`src/rtl/debounce_multi_keys.sv`:
```
// -----------------------------------------------------------------------------
// debounce_multi_keys
//   Multi-channel front-panel button conditioner. Every channel synchronizes
//   its raw pin, debounces it on the shared tick_fast strobe, and produces
//   press/release edge pulses plus a long-press pulse and optional auto-repeat
//   pulses for fast time-setting. Channels are fully independent.
//
// Ports
//   clk        in   system clock
//   rst_n      in   asynchronous active-low reset
//   tick_fast  in   one-clk strobe; all debounce and hold timing counts these
//   in_raw     in   [N_CH] raw asynchronous button inputs, active-high
//   out_deb    out  [N_CH] debounced level
//   press_p    out  [N_CH] one-clk pulse on debounced rise
//   release_p  out  [N_CH] one-clk pulse on debounced fall
//   long_p     out  [N_CH] one-clk pulse when a press has lasted LONG_COUNT ticks
//   rpt_p      out  [N_CH] one-clk pulse every REPEAT_COUNT ticks after long_p
//   held_long  out  [N_CH] high from long_p until the release
//
// Hold FSM (per channel)
//   state       | meaning
//   ST_IDLE     | debounced level low (or not yet committed high)
//   ST_PRESSED  | debounced high, counting toward long-press
//   ST_LONG     | long-press reached, counting auto-repeat intervals
// -----------------------------------------------------------------------------
module debounce_multi_keys #(
  parameter int N_CH         = 4,
  parameter int STABLE_COUNT = 2000,
  parameter int LONG_COUNT   = 200,
  parameter int REPEAT_COUNT = 40
) (
  input  logic            clk,
  input  logic            rst_n,
  input  logic            tick_fast,
  input  logic [N_CH-1:0] in_raw,
  output logic [N_CH-1:0] out_deb,
  output logic [N_CH-1:0] press_p,
  output logic [N_CH-1:0] release_p,
  output logic [N_CH-1:0] long_p,
  output logic [N_CH-1:0] rpt_p,
  output logic [N_CH-1:0] held_long
);

  localparam int CNT_W    = $clog2(STABLE_COUNT + 1);
  localparam int HOLD_A   = (LONG_COUNT > REPEAT_COUNT) ? LONG_COUNT : REPEAT_COUNT;
  localparam int HOLD_MAX = (HOLD_A > 1) ? HOLD_A : 1;
  localparam int HOLD_W   = $clog2(HOLD_MAX + 1);

  localparam logic [CNT_W-1:0]  CNT_SAT   = CNT_W'(STABLE_COUNT);
  localparam logic [CNT_W-1:0]  CNT_LAST  = CNT_W'(STABLE_COUNT - 1);
  localparam logic [HOLD_W-1:0] LONG_LAST = HOLD_W'(LONG_COUNT - 1);
  localparam logic [HOLD_W-1:0] RPT_LAST  = HOLD_W'((REPEAT_COUNT == 0) ? 0 : REPEAT_COUNT - 1);
  localparam bit                RPT_EN    = (REPEAT_COUNT != 0);

  typedef enum logic [1:0] {
    ST_IDLE    = 2'd0,
    ST_PRESSED = 2'd1,
    ST_LONG    = 2'd2
  } hold_state_e;

  logic [N_CH-1:0] sync1_q;
  logic [N_CH-1:0] sync2_q;

  always_ff @(posedge clk or negedge rst_n) begin
    if (!rst_n) begin
      sync1_q <= '0;
      sync2_q <= '0;
    end else begin
      sync1_q <= in_raw;
      sync2_q <= sync1_q;
    end
  end

  for (genvar i = 0; i < N_CH; i++) begin : g_ch
    logic              prev_q;
    logic [CNT_W-1:0]  cnt_q;
    logic              deb_q;
    logic              press_q;
    logic              release_q;
    logic              long_q;
    logic              rpt_q;
    logic              held_q;
    hold_state_e       state_q;
    logic [HOLD_W-1:0] hold_cnt_q;

    logic stable;
    logic commit;
    logic rise;
    logic fall;

    // The commit fires on the strobe where the count steps from
    // STABLE_COUNT-1 to STABLE_COUNT, i.e. the (STABLE_COUNT+1)th strobe
    // that has seen the new level.
    assign stable = (sync2_q[i] == prev_q);
    assign commit = tick_fast && stable && (cnt_q == CNT_LAST) && (prev_q != deb_q);
    assign rise   = commit && prev_q;
    assign fall   = commit && !prev_q;

    always_ff @(posedge clk or negedge rst_n) begin
      if (!rst_n) begin
        prev_q    <= 1'b0;
        cnt_q     <= '0;
        deb_q     <= 1'b0;
        press_q   <= 1'b0;
        release_q <= 1'b0;
      end else begin
        press_q   <= 1'b0;
        release_q <= 1'b0;
        if (tick_fast) begin
          if (!stable) begin
            prev_q <= sync2_q[i];
            cnt_q  <= '0;
          end else if (cnt_q != CNT_SAT) begin
            cnt_q <= cnt_q + CNT_W'(1);
          end
          if (commit) begin
            deb_q     <= prev_q;
            press_q   <= prev_q;
            release_q <= !prev_q;
          end
        end
      end
    end

    // A debounced fall wins over any long/repeat decision in the same strobe.
    always_ff @(posedge clk or negedge rst_n) begin
      if (!rst_n) begin
        state_q    <= ST_IDLE;
        hold_cnt_q <= '0;
        long_q     <= 1'b0;
        rpt_q      <= 1'b0;
        held_q     <= 1'b0;
      end else begin
        long_q <= 1'b0;
        rpt_q  <= 1'b0;
        if (fall) begin
          state_q    <= ST_IDLE;
          hold_cnt_q <= '0;
          held_q     <= 1'b0;
        end else if (tick_fast) begin
          case (state_q)
            ST_IDLE: begin
              if (rise) begin
                state_q    <= ST_PRESSED;
                hold_cnt_q <= '0;
              end
            end
            ST_PRESSED: begin
              if (hold_cnt_q == LONG_LAST) begin
                long_q     <= 1'b1;
                held_q     <= 1'b1;
                hold_cnt_q <= '0;
                state_q    <= ST_LONG;
              end else begin
                hold_cnt_q <= hold_cnt_q + HOLD_W'(1);
              end
            end
            ST_LONG: begin
              if (RPT_EN) begin
                if (hold_cnt_q == RPT_LAST) begin
                  rpt_q      <= 1'b1;
                  hold_cnt_q <= '0;
                end else begin
                  hold_cnt_q <= hold_cnt_q + HOLD_W'(1);
                end
              end
            end
            default: begin
              state_q    <= ST_IDLE;
              hold_cnt_q <= '0;
              held_q     <= 1'b0;
            end
          endcase
        end
      end
    end

    assign out_deb[i]   = deb_q;
    assign press_p[i]   = press_q;
    assign release_p[i] = release_q;
    assign long_p[i]    = long_q;
    assign rpt_p[i]     = rpt_q;
    assign held_long[i] = held_q;
  end

endmodule

```
`config.mk`:
```
export PLATFORM = sky130hd
export DESIGN_NAME = debounce_multi_keys
export DESIGN_NICKNAME = d
export VERILOG_FILES = /design/src/rtl/debounce_multi_keys.sv
export SDC_FILE = /design/constraint.sdc
export NUM_CORES = 1
export LEC_CHECK = 0
export CORE_ASPECT_RATIO = 0.6
export CORE_MARGIN = 5
export CORE_UTILIZATION = 40
export CTS_CLUSTER_DIAMETER = 60
export DETAILED_ROUTE_END_ITERATION = 8
export GPL_TIMING_DRIVEN = 0
export SLEW_MARGIN = 20
export SYNTH_ARGS = -nofsm -noshare
export SYNTH_HDL_FRONTEND = slang
export SYNTH_SLANG_ARGS = --single-unit
```
`constraint.sdc`:
```
create_clock -name clk -period 4.4 [get_ports clk]
set_input_delay 0.44 -clock clk [delete_from_list [all_inputs] [get_ports clk]]
set_output_delay 0.44 -clock clk [all_outputs]
set_load 0.02 [all_outputs]
```
# [Word-level counts from Yosys, hierarchy flattened]
# Cells that the tools add are included.
[word_totals] regBits=120 in_bits=7 out_inout_bits=24 wordCells=282
[op_classes] add_sub_neg=8 n_eq_ne=52 n_mux=116 bitwise=4 n_reduce_logical=60
[op_table] operator="8-bit 2-to-1 mux" count=20
[op_table] operator="8-bit one-hot mux with 3 select lines" count=4
[op_table] operator="11-bit 2-to-1 mux" count=8
[op_table] operator="1-bit 2-to-1 mux" count=60
[op_table] operator="11-bit by 1-bit adder with 11-bit output, second input constant" count=4
[op_table] operator="11-bit == test, second input constant" count=4
[op_table] operator="11-bit inequality test, second input constant" count=4
[op_table] operator="8-bit by 1-bit adder with 8-bit output, second input constant" count=4
[op_table] operator="8-bit by 6-bit == test with 1-bit output, second input constant" count=4
[op_table] operator="8-bit == test, second input constant" count=4
[op_table] operator="2-bit 2-to-1 mux" count=16
[op_table] operator="2-bit AND reduction" count=16
[op_table] operator="3-bit inequality test, second input constant" count=8
[op_table] operator="2-bit one-hot mux with 3 select lines" count=4
[op_table] operator="1-bit logical AND" count=20
[op_table] operator="2-bit by 1-bit inequality test with 1-bit output, second input constant" count=8
[op_table] operator="4-bit AND reduction" count=4
[op_table] operator="3-bit AND reduction" count=4
[op_table] operator="2-bit by 1-bit == test with 1-bit output, second input constant" count=4
[op_table] operator="2-bit == test, second input constant" count=4
[op_table] operator="2-bit logical NOT" count=4
[op_table] operator="2-bit inequality test, second input constant" count=4
[op_table] operator="1-bit one-hot mux with 2 select lines" count=4
[op_table] operator="2-bit nonzero test" count=4
[op_table] operator="other kinds (5)" count=20

# [Depth between registers and ports, before layout]
# Gate-level depths: netlist (run 1).
[depth] depth_word=9 ltp_mapped=8

# [Least setup slack after synthesis (run 1)]
# OpenSTA, ideal clock, no wires.
[synth_path] kind="register to register" start="reg g_ch[2].state_q[0]" end="reg g_ch[2].hold_cnt_q[0]" setup_ps=125 arrival_ps=2004 t_required_ps=4275 path_slack_ps=2271 stages_incl_launch_ff=8 path_cell_list="dfrtp_1 ha_1 or4b_2 a21oi_1 nor3_2 and3_1 buf_2 mux2_2"
[synth_via] elab_chain_len=4
[synth_rtl] element="from (decl)" line_no="83" source="hold_state_e state_q;"
[synth_rtl] element="from (signal assigned)" line_no="128" source="state_q <= ST_IDLE;"
[synth_rtl] element="from (signal assigned)" line_no="137" source="state_q <= ST_IDLE;"
[synth_rtl] element="from (signal assigned)" line_no="144" source="state_q <= ST_PRESSED;"
[synth_rtl] element="2-bit == test (tied with other cells)" line_no="141" source="case (state_q)"
[synth_rtl] element="8-bit one-hot mux with 3 select lines" line_no="141"
[synth_rtl] element="8-bit 2-to-1 mux" line_no="140" source="end else if (tick_fast) begin"
[synth_rtl] element="8-bit 2-to-1 mux" line_no="136" source="if (fall) begin"
[synth_rtl] element="to (signal assigned)" line_no="155" source="hold_cnt_q <= hold_cnt_q + HOLD_W'(1);"
[synth_rtl] element="to (signal assigned)" line_no="164" source="hold_cnt_q <= hold_cnt_q + HOLD_W'(1);"
[synth_rtl] element="to (decl)" line_no="84" source="logic [HOLD_W-1:0] hold_cnt_q;"
# Several ways; a longest one is shown, not always the timed one. The select of a mux whose other input is x is not followed.
# A chain may end at the register's enable or synchronous reset.

# [Worst setup path in the final report (run 1)]
[layout_path] start="in tick_fast" end="reg g_ch[3].rpt_q"
[layout_via] elab_chain_len=5
[layout_rtl] element="from (decl)" line_no="34" source="input logic tick_fast,"
[layout_rtl] element="1-bit logical AND (3 in series)" line_no="95" source="assign commit = tick_fast && stable && (cnt_q == CNT_LAST) && (prev_q != deb_q);"
[layout_rtl] element="1-bit logical AND" line_no="97" source="assign fall = commit && !prev_q;"
[layout_rtl] element="1-bit 2-to-1 mux (*)" line_no="136"
[layout_rtl] element="to (signal assigned)" line_no="131" source="rpt_q <= 1'b0;"
[layout_rtl] element="to (signal assigned)" line_no="135" source="rpt_q <= 1'b0;"
[layout_rtl] element="to (signal assigned)" line_no="161" source="rpt_q <= 1'b1;"
[layout_rtl] element="to (decl)" line_no="81" source="logic rpt_q;"
# Mark *: on every way between the ends. The rest lies on a longest branch, timed or not.

==> reports/results.ini, run 1 <==
[outcome]
status = finished, final reports clean

[timing]
worst_pin_slew_ps = 931
unrepaired_setup_endpoints_after_global_routing = false
clock.fmax_mhz = 365
relSlewSlack = 0.373
drv_slew = 0
setup_total_negative_slack_ps = 0
finalSetupViolCount = 0
timing_hold_violations_final = 0
worst_clock_skew_ps = 8.93
min_period_ps = 2740
finalWorstSetupSlack_ps = 1660
tcrit_tclk_final = 0.623

[setup_path]
timing.reg2reg.worst_path_depth = 7
r2r_start = g_ch[3].cnt_q[0]
setup.worst_path.end_class = flip-flop
ff2ff_setup_slack_ps = 1980
timing_worst_setup_path_type = input pin to flip-flop
regToRegEndpoint = g_ch[3].hold_cnt_q[0]
timing.critical_path.arrival_ps = 3020
cp_max_fo = 10
cp_data_required_time_ps = 4680
setup.worst_path.start_class = input pin

[synthesis]
synth_top_family_by_area = simple AND/OR/NAND/NOR gates
net_count_after_synthesis = 700
ys_types = 61
yosys.area_share.xor_xnor = 0.0557
synthSimpleGateAreaFrac = 0.237
seq_area_frac_synth = 0.454
syn-mean-instance-area_um2 = 9.94
async_reset_ff_frac = 1.00
synth_enable_flop_cells = 0
synth.area.mux_share = 0.0276
area_fraction_in_compound_gates_after_synthesis = 0.115
synthesis.yosys.warnings = 0
synthAdderAreaFrac = 0.0530
postSynth.topFlopCell = sky130_fd_sc_hd__dfrtp_1
yosys_register_bits = 120
syn_area_um2 = 6610
post_synth_inst_count = 665

[floorplan]
die_area_um2 = 19300
num_rows = 36
chipWidth_um = 176
die_h_um = 110
initial_utilization = 0.408
design.core.area_um2 = 16200
floorplan.io_pins = 31

[global_route]
grt_start_max_net_pins = 71
overall_global_routing_usage = 0.156
antenna_found_initial = 0
number_of_global_route_vias_before_repair = 4916
grt_pass1_wl_mm = 24.1
overflow = 0

[detailed_routing]
total_iterations_of_the_first_detailed_routing_run = 5
wire_per_inst_um = 15.1
routed-via-count = 5020
met1Wirelength_mm = 7.23
dr_wl_met2_mm = 6.08
drt_drc_violations_left = 0
drt-initial-drc-count = 363
route.met3.wl_um = 660
drt.antenna.violating_nets = 0
routed.top_layer = met4
via_per_inst = 5.37
route.final.wire_length_mm = 14.1

[cts]
clk_latency_ps = 410
clkTransAtPathRegs_ps = 50
post_cts_resize_count = 0
clock_sink_count = 120
cts_root_buf = sky130_fd_sc_hd__clkbuf_16
cts_max_level = 4
tritoncts.num_buffers = 17
clockBufferDepth = 2
tritoncts = built

[placement]
place_area_um2 = 7200
dp_worst_setup_slack_ps = 1210
buffer_ports.inserted = 30
placed_cells = 905
detailedPlacementHpwl_mm = 9.99
gp_congestion = 0.834

[cells_and_area]
stdcell_count = 934
fraction_of_layout_cells_with_a_size_suffix_above_1 = 0.119
multi_input_comb_area_um2 = 3230
layout_common_cells = 120 x sky130_fd_sc_hd__dfrtp_1, 87 x sky130_fd_sc_hd__nor2_1, 32 x sky130_fd_sc_hd__inv_1
final_design_area_no_fill_um2 = 7760
area.sequential_um2 = 3000
syn2layout_area_growth_pct = 17.4
layout.filler_cells = 1481
most_common_cell_after_layout_fill_and_taps_aside = sky130_fd_sc_hd__dfrtp_1
nNetsFinal = 751
num_antenna_cells = 0

[hold_path]
worst_hold_startpoint = sync1_q[3]
whs_path_depth = 0
timing.hold.worst_endpoint = sync2_q[3]
worst_hold_class = flip-flop to flip-flop

[pwr]
pwr_density_cell_nw_per_um2 = 410
cellLeakagePower_nw = 3.39
totalPowerFinal_mw = 3.18
ir_worst_vdd_uv = 279

[run]
drv_cap = 0

==> kinds of logic (layout without fill, tap and decap cells) <==
logic type      Yosys count  after routing
simple gates            278            278
flops                   120            120
compound gates          107            107
buf+inv                  73            133
xor+xnor                 42             42
fa+ha+maj                28             28
mux                      17             17
==> registers in the layout, summed over array words and instances (netlist names) <==
signal and flops:
g_ch.state_q 8, sync1_q 4, g_ch.held_q 4, g_ch.press_q 4, g_ch.long_q 4, g_ch.hold_cnt_q 32, g_ch.prev_q 4, g_ch.cnt_q 44
g_ch.rpt_q 4, sync2_q 4, g_ch.release_q 4, g_ch.deb_q 4
==> worst max-delay path, stage by stage <==
cell                              delay, ps
sky130_fd_sc_hd__clkdlybuf4s50_1        610
sky130_fd_sc_hd__buf_2                  300
sky130_fd_sc_hd__clkbuf_1               460
sky130_fd_sc_hd__buf_1                  650
sky130_fd_sc_hd__nand2_1                160
sky130_fd_sc_hd__nor4b_1                390
==> through the flow <==
step	utilization	hold WS, ps
after floorplan	-	144
after global placement	0.442	333
after detailed placement	0.444	336
after CTS	0.479	348
after global routing	0.479	353
final	0.479	345
==> cell usage after synthesis (13+ instances only) <==
library cell | number | area [um^2]
sky130_fd_sc_hd__buf_4 | 24 | 180
sky130_fd_sc_hd__o21ai_0 | 30 | 150
sky130_fd_sc_hd__and3_1 | 14 | 87.6
sky130_fd_sc_hd__a22o_1 | 20 | 175
sky130_fd_sc_hd__nor2_1 | 87 | 327
sky130_fd_sc_hd__inv_1 | 32 | 120
sky130_fd_sc_hd__nand2_1 | 30 | 113
sky130_fd_sc_hd__nand3_1 | 24 | 120
sky130_fd_sc_hd__a21o_1 | 13 | 97.6
sky130_fd_sc_hd__xnor2_1 | 26 | 228
sky130_fd_sc_hd__ha_1 | 28 | 350
sky130_fd_sc_hd__nand4_1 | 13 | 81.3
sky130_fd_sc_hd__nor3_1 | 22 | 110
sky130_fd_sc_hd__xor2_1 | 16 | 140
sky130_fd_sc_hd__dfrtp_1 | 120 | 3000
==> final cells by class <==
type	count	share of cell area
Multi-Input combinational cell	472	0.416
Tap cell	209	0.0337
Clock inverter	4	0.00903
Sequential cell	120	0.387
Timing Repair Buffer	32	0.0437
Inverter	33	0.0160
Clock buffer	24	0.0621
Buffer	40	0.0324
==> layer usage <==
layer | vias up | GRT usage
met3 | 16 | 0.0460
met2 | 91 | 0.234
met1 | 2458 | 0.224
li1 | 2455 | -
met4 | 0 | 0.0384
met5 | - | 0
==> repair_timing <==
action	4_1_cts	5_1_grt
hold buffers	1	0
setup buffers	0	0
hold endpoints to repair	50	0
==> worst max-delay path by stage <==
stage          slack (ps)                from                    end  depth (start not counted)
2_1_floorplan        2270  g_ch[2].state_q[0]  g_ch[2].hold_cnt_q[0]                          7
4_1_cts              1610           tick_fast          g_ch[3].rpt_q                          6
5_1_grt              1410           tick_fast          g_ch[3].rpt_q                          6
3_3_place_gp        -1900               rst_n        g_ch[0].press_q                          1
3_5_place_dp         1210           tick_fast          g_ch[3].rpt_q                          6
6_report             1660           tick_fast          g_ch[3].rpt_q                          6
==> power breakdown <==
group / internal [mW] / total (mW) / switching [mW]
sequential: 1.24 / 1.41 / 0.169
clock: 0.862 / 1.32 / 0.462
combinational: 0.215 / 0.444 / 0.229
total: 2.32 / 3.18 / 0.860
Power figures use the tool's default switching activity.
==> run 2, diff against run 1 <==
Clock period 4.4 ns to 2.6 ns, I/O delays scaled along.
==> reports/results.ini, run 2 (same netlist as run 1, synthesis figures left out) <==
[placement]
detailedPlacementHpwl_mm = 9.99  ; unchanged
gp_congestion = 0.834  ; unchanged
dp_worst_setup_slack_ps = -413  ; -1620 ps
buffer_ports.inserted = 30  ; unchanged

[global_route]
overflow = 0  ; unchanged
overall_global_routing_usage = 0.156  ; unchanged
grt_pass1_wl_mm = 24.1  ; unchanged
grt_start_max_net_pins = 71  ; unchanged
antenna_found_initial = 0  ; unchanged
number_of_global_route_vias_before_repair = 4916  ; unchanged

[cts]
cts_max_level = 4  ; unchanged
clk_latency_ps = 410  ; about the same
cts_root_buf = sky130_fd_sc_hd__clkbuf_16
clkTransAtPathRegs_ps = 50  ; about the same
clock_sink_count = 120  ; unchanged
clockBufferDepth = 2  ; unchanged
tritoncts.num_buffers = 17  ; unchanged
tritoncts = built

[setup_path]
cp_max_fo = 10  ; unchanged
regToRegEndpoint = g_ch[3].hold_cnt_q[0]
ff2ff_setup_slack_ps = 200  ; -1780 ps
setup.worst_path.end_class = flip-flop
timing_worst_setup_path_type = input pin to flip-flop
timing.reg2reg.worst_path_depth = 7  ; unchanged
timing.critical_path.arrival_ps = 2780  ; -240 ps
cp_data_required_time_ps = 2890  ; -1790 ps
r2r_start = g_ch[3].cnt_q[0]
setup.worst_path.start_class = input pin

[floorplan]
design.core.area_um2 = 16200  ; unchanged
initial_utilization = 0.408  ; unchanged
num_rows = 36  ; unchanged
die_h_um = 110  ; unchanged
chipWidth_um = 176  ; unchanged
floorplan.io_pins = 31  ; unchanged
die_area_um2 = 19300  ; unchanged

[timing]
relSlewSlack = 0.373  ; about the same
finalSetupViolCount = 0  ; unchanged
clock.fmax_mhz = 402
tcrit_tclk_final = 0.958
worst_clock_skew_ps = 8.37  ; -0.565 ps
min_period_ps = 2490
worst_pin_slew_ps = 930  ; -0.432 ps
finalWorstSetupSlack_ps = 110  ; -1550 ps
drv_slew = 0  ; unchanged
timing_hold_violations_final = 0  ; unchanged
setup_total_negative_slack_ps = 0  ; unchanged
unrepaired_setup_endpoints_after_global_routing = false

[detailed_routing]
route.final.wire_length_mm = 14.1  ; about the same
via_per_inst = 5.37  ; about the same
drt-initial-drc-count = 344  ; -5.2%
total_iterations_of_the_first_detailed_routing_run = 5  ; unchanged
drt_drc_violations_left = 0  ; unchanged
wire_per_inst_um = 15.1  ; about the same
drt.antenna.violating_nets = 0  ; unchanged
routed-via-count = 5019  ; -0.020%

[hold_path]
worst_hold_class = input pin to flip-flop
worst_hold_startpoint = in_raw[3]
timing.hold.worst_endpoint = sync1_q[3]
whs_path_depth = 1  ; +1

[cells_and_area]
syn2layout_area_growth_pct = 17.6  ; about the same
most_common_cell_after_layout_fill_and_taps_aside = sky130_fd_sc_hd__dfrtp_1
nNetsFinal = 751  ; unchanged
fraction_of_layout_cells_with_a_size_suffix_above_1 = 0.121  ; +0.00276
largest_reg_flops = 44  ; unchanged
max_flop_register = g_ch.cnt_q
layout_common_cells = 120 x sky130_fd_sc_hd__dfrtp_1, 87 x sky130_fd_sc_hd__nor2_1, 32 x sky130_fd_sc_hd__inv_1
reg.largest.list = g_ch.cnt_q x44, g_ch.hold_cnt_q x32, g_ch.state_q x8
layout.filler_cells = 1480  ; -0.068%
num_antenna_cells = 0  ; unchanged

[pwr]
ir_worst_vdd_uv = 470  ; +69%
pwr_density_cell_nw_per_um2 = 693  ; +69%
cellLeakagePower_nw = 3.39  ; about the same

[outcome]
status = finished, final reports clean

[run]
drv_cap = 0  ; unchanged

## run 2: cell counts in the layout (fill, tap and decap cells not counted)
No cell type changed its count.
## run 2: metal layers
layer / vias to the layer above / global-route usage / part of all wire
met1: 2447 / 0.224 / 0.51
met5: - / 0 / 0
met2: 105 / 0.234 / 0.43
met3: 14 / 0.0460 / 0.048
li1: 2453 / - / -
met4: 0 / 0.0384 / 0.0082
## run 2: layout make-up
type | instances | area [um^2] | share of cell area
Tap cell | 209 | 262 | 0.0337
Multi-Input combinational cell | 472 | 3240 | 0.417
Sequential cell | 120 | 3000 | 0.387
Inverter | 33 | 124 | 0.0159
Clock buffer | 24 | 482 | 0.0620
Timing Repair Buffer | 32 | 339 | 0.0436
Clock inverter | 4 | 70.1 | 0.00902
Buffer | 40 | 253 | 0.0325
## run 2: through the flow
stage | instance area (um^2) | utilization | hold slack [ps] | power (mW) | std cells
after floorplan | 6610 | - | -35.6 | 2.91 | 665
after global routing | 7770 | 0.479 | 281 | 5.68 | 934
after detailed placement | 7200 | 0.444 | 242 | 3.16 | 905
after global placement | 7170 | 0.442 | 333 | 3.10 | 904
after CTS | 7760 | 0.479 | 265 | 5.43 | 934
final | 7770 | 0.479 | 283 | 5.38 | 934
## run 2: how the worst max path moves through the flow
stage | startpoint | endpoint | slack [ps] | cells after the start
floorplan | g_ch[2].state_q[0] | g_ch[2].hold_cnt_q[0] | 470 | 7
global placement | rst_n | g_ch[0].press_q | -3520 | 1
detailed placement | tick_fast | g_ch[3].rpt_q | -410 | 6
CTS | tick_fast | g_ch[1].hold_cnt_q[0] | 130 | 7
global route | g_ch[3].cnt_q[0] | g_ch[3].hold_cnt_q[7] | 4 | 7
finish | tick_fast | g_ch[1].hold_cnt_q[0] | 110 | 7
## run 2: worst max-delay path, cell delays in order
cell and delay [ps]:
sky130_fd_sc_hd__clkdlybuf4s50_1 610, sky130_fd_sc_hd__buf_2 310, sky130_fd_sc_hd__nand4_1 210, sky130_fd_sc_hd__or4_4 560, sky130_fd_sc_hd__o211ai_1 330, sky130_fd_sc_hd__nor2_1 200
sky130_fd_sc_hd__mux2_2 300
## run 2: power by group
group | switching [mW] | internal (mW)
Sequential | 0.287 | 2.10
Combinational | 0.388 | 0.364
Clock | 0.781 | 1.46
## run 2: repair_timing
| item | in CTS | in global routing |
|---|---|---|
| hold buffers | 1 | 0 |
| setup endpoints to repair | 1 | 6 |
| resized for setup | 1 | 1 |
| setup buffers | 0 | 0 |
| endpoints found under the hold margin | 50 | 0 |
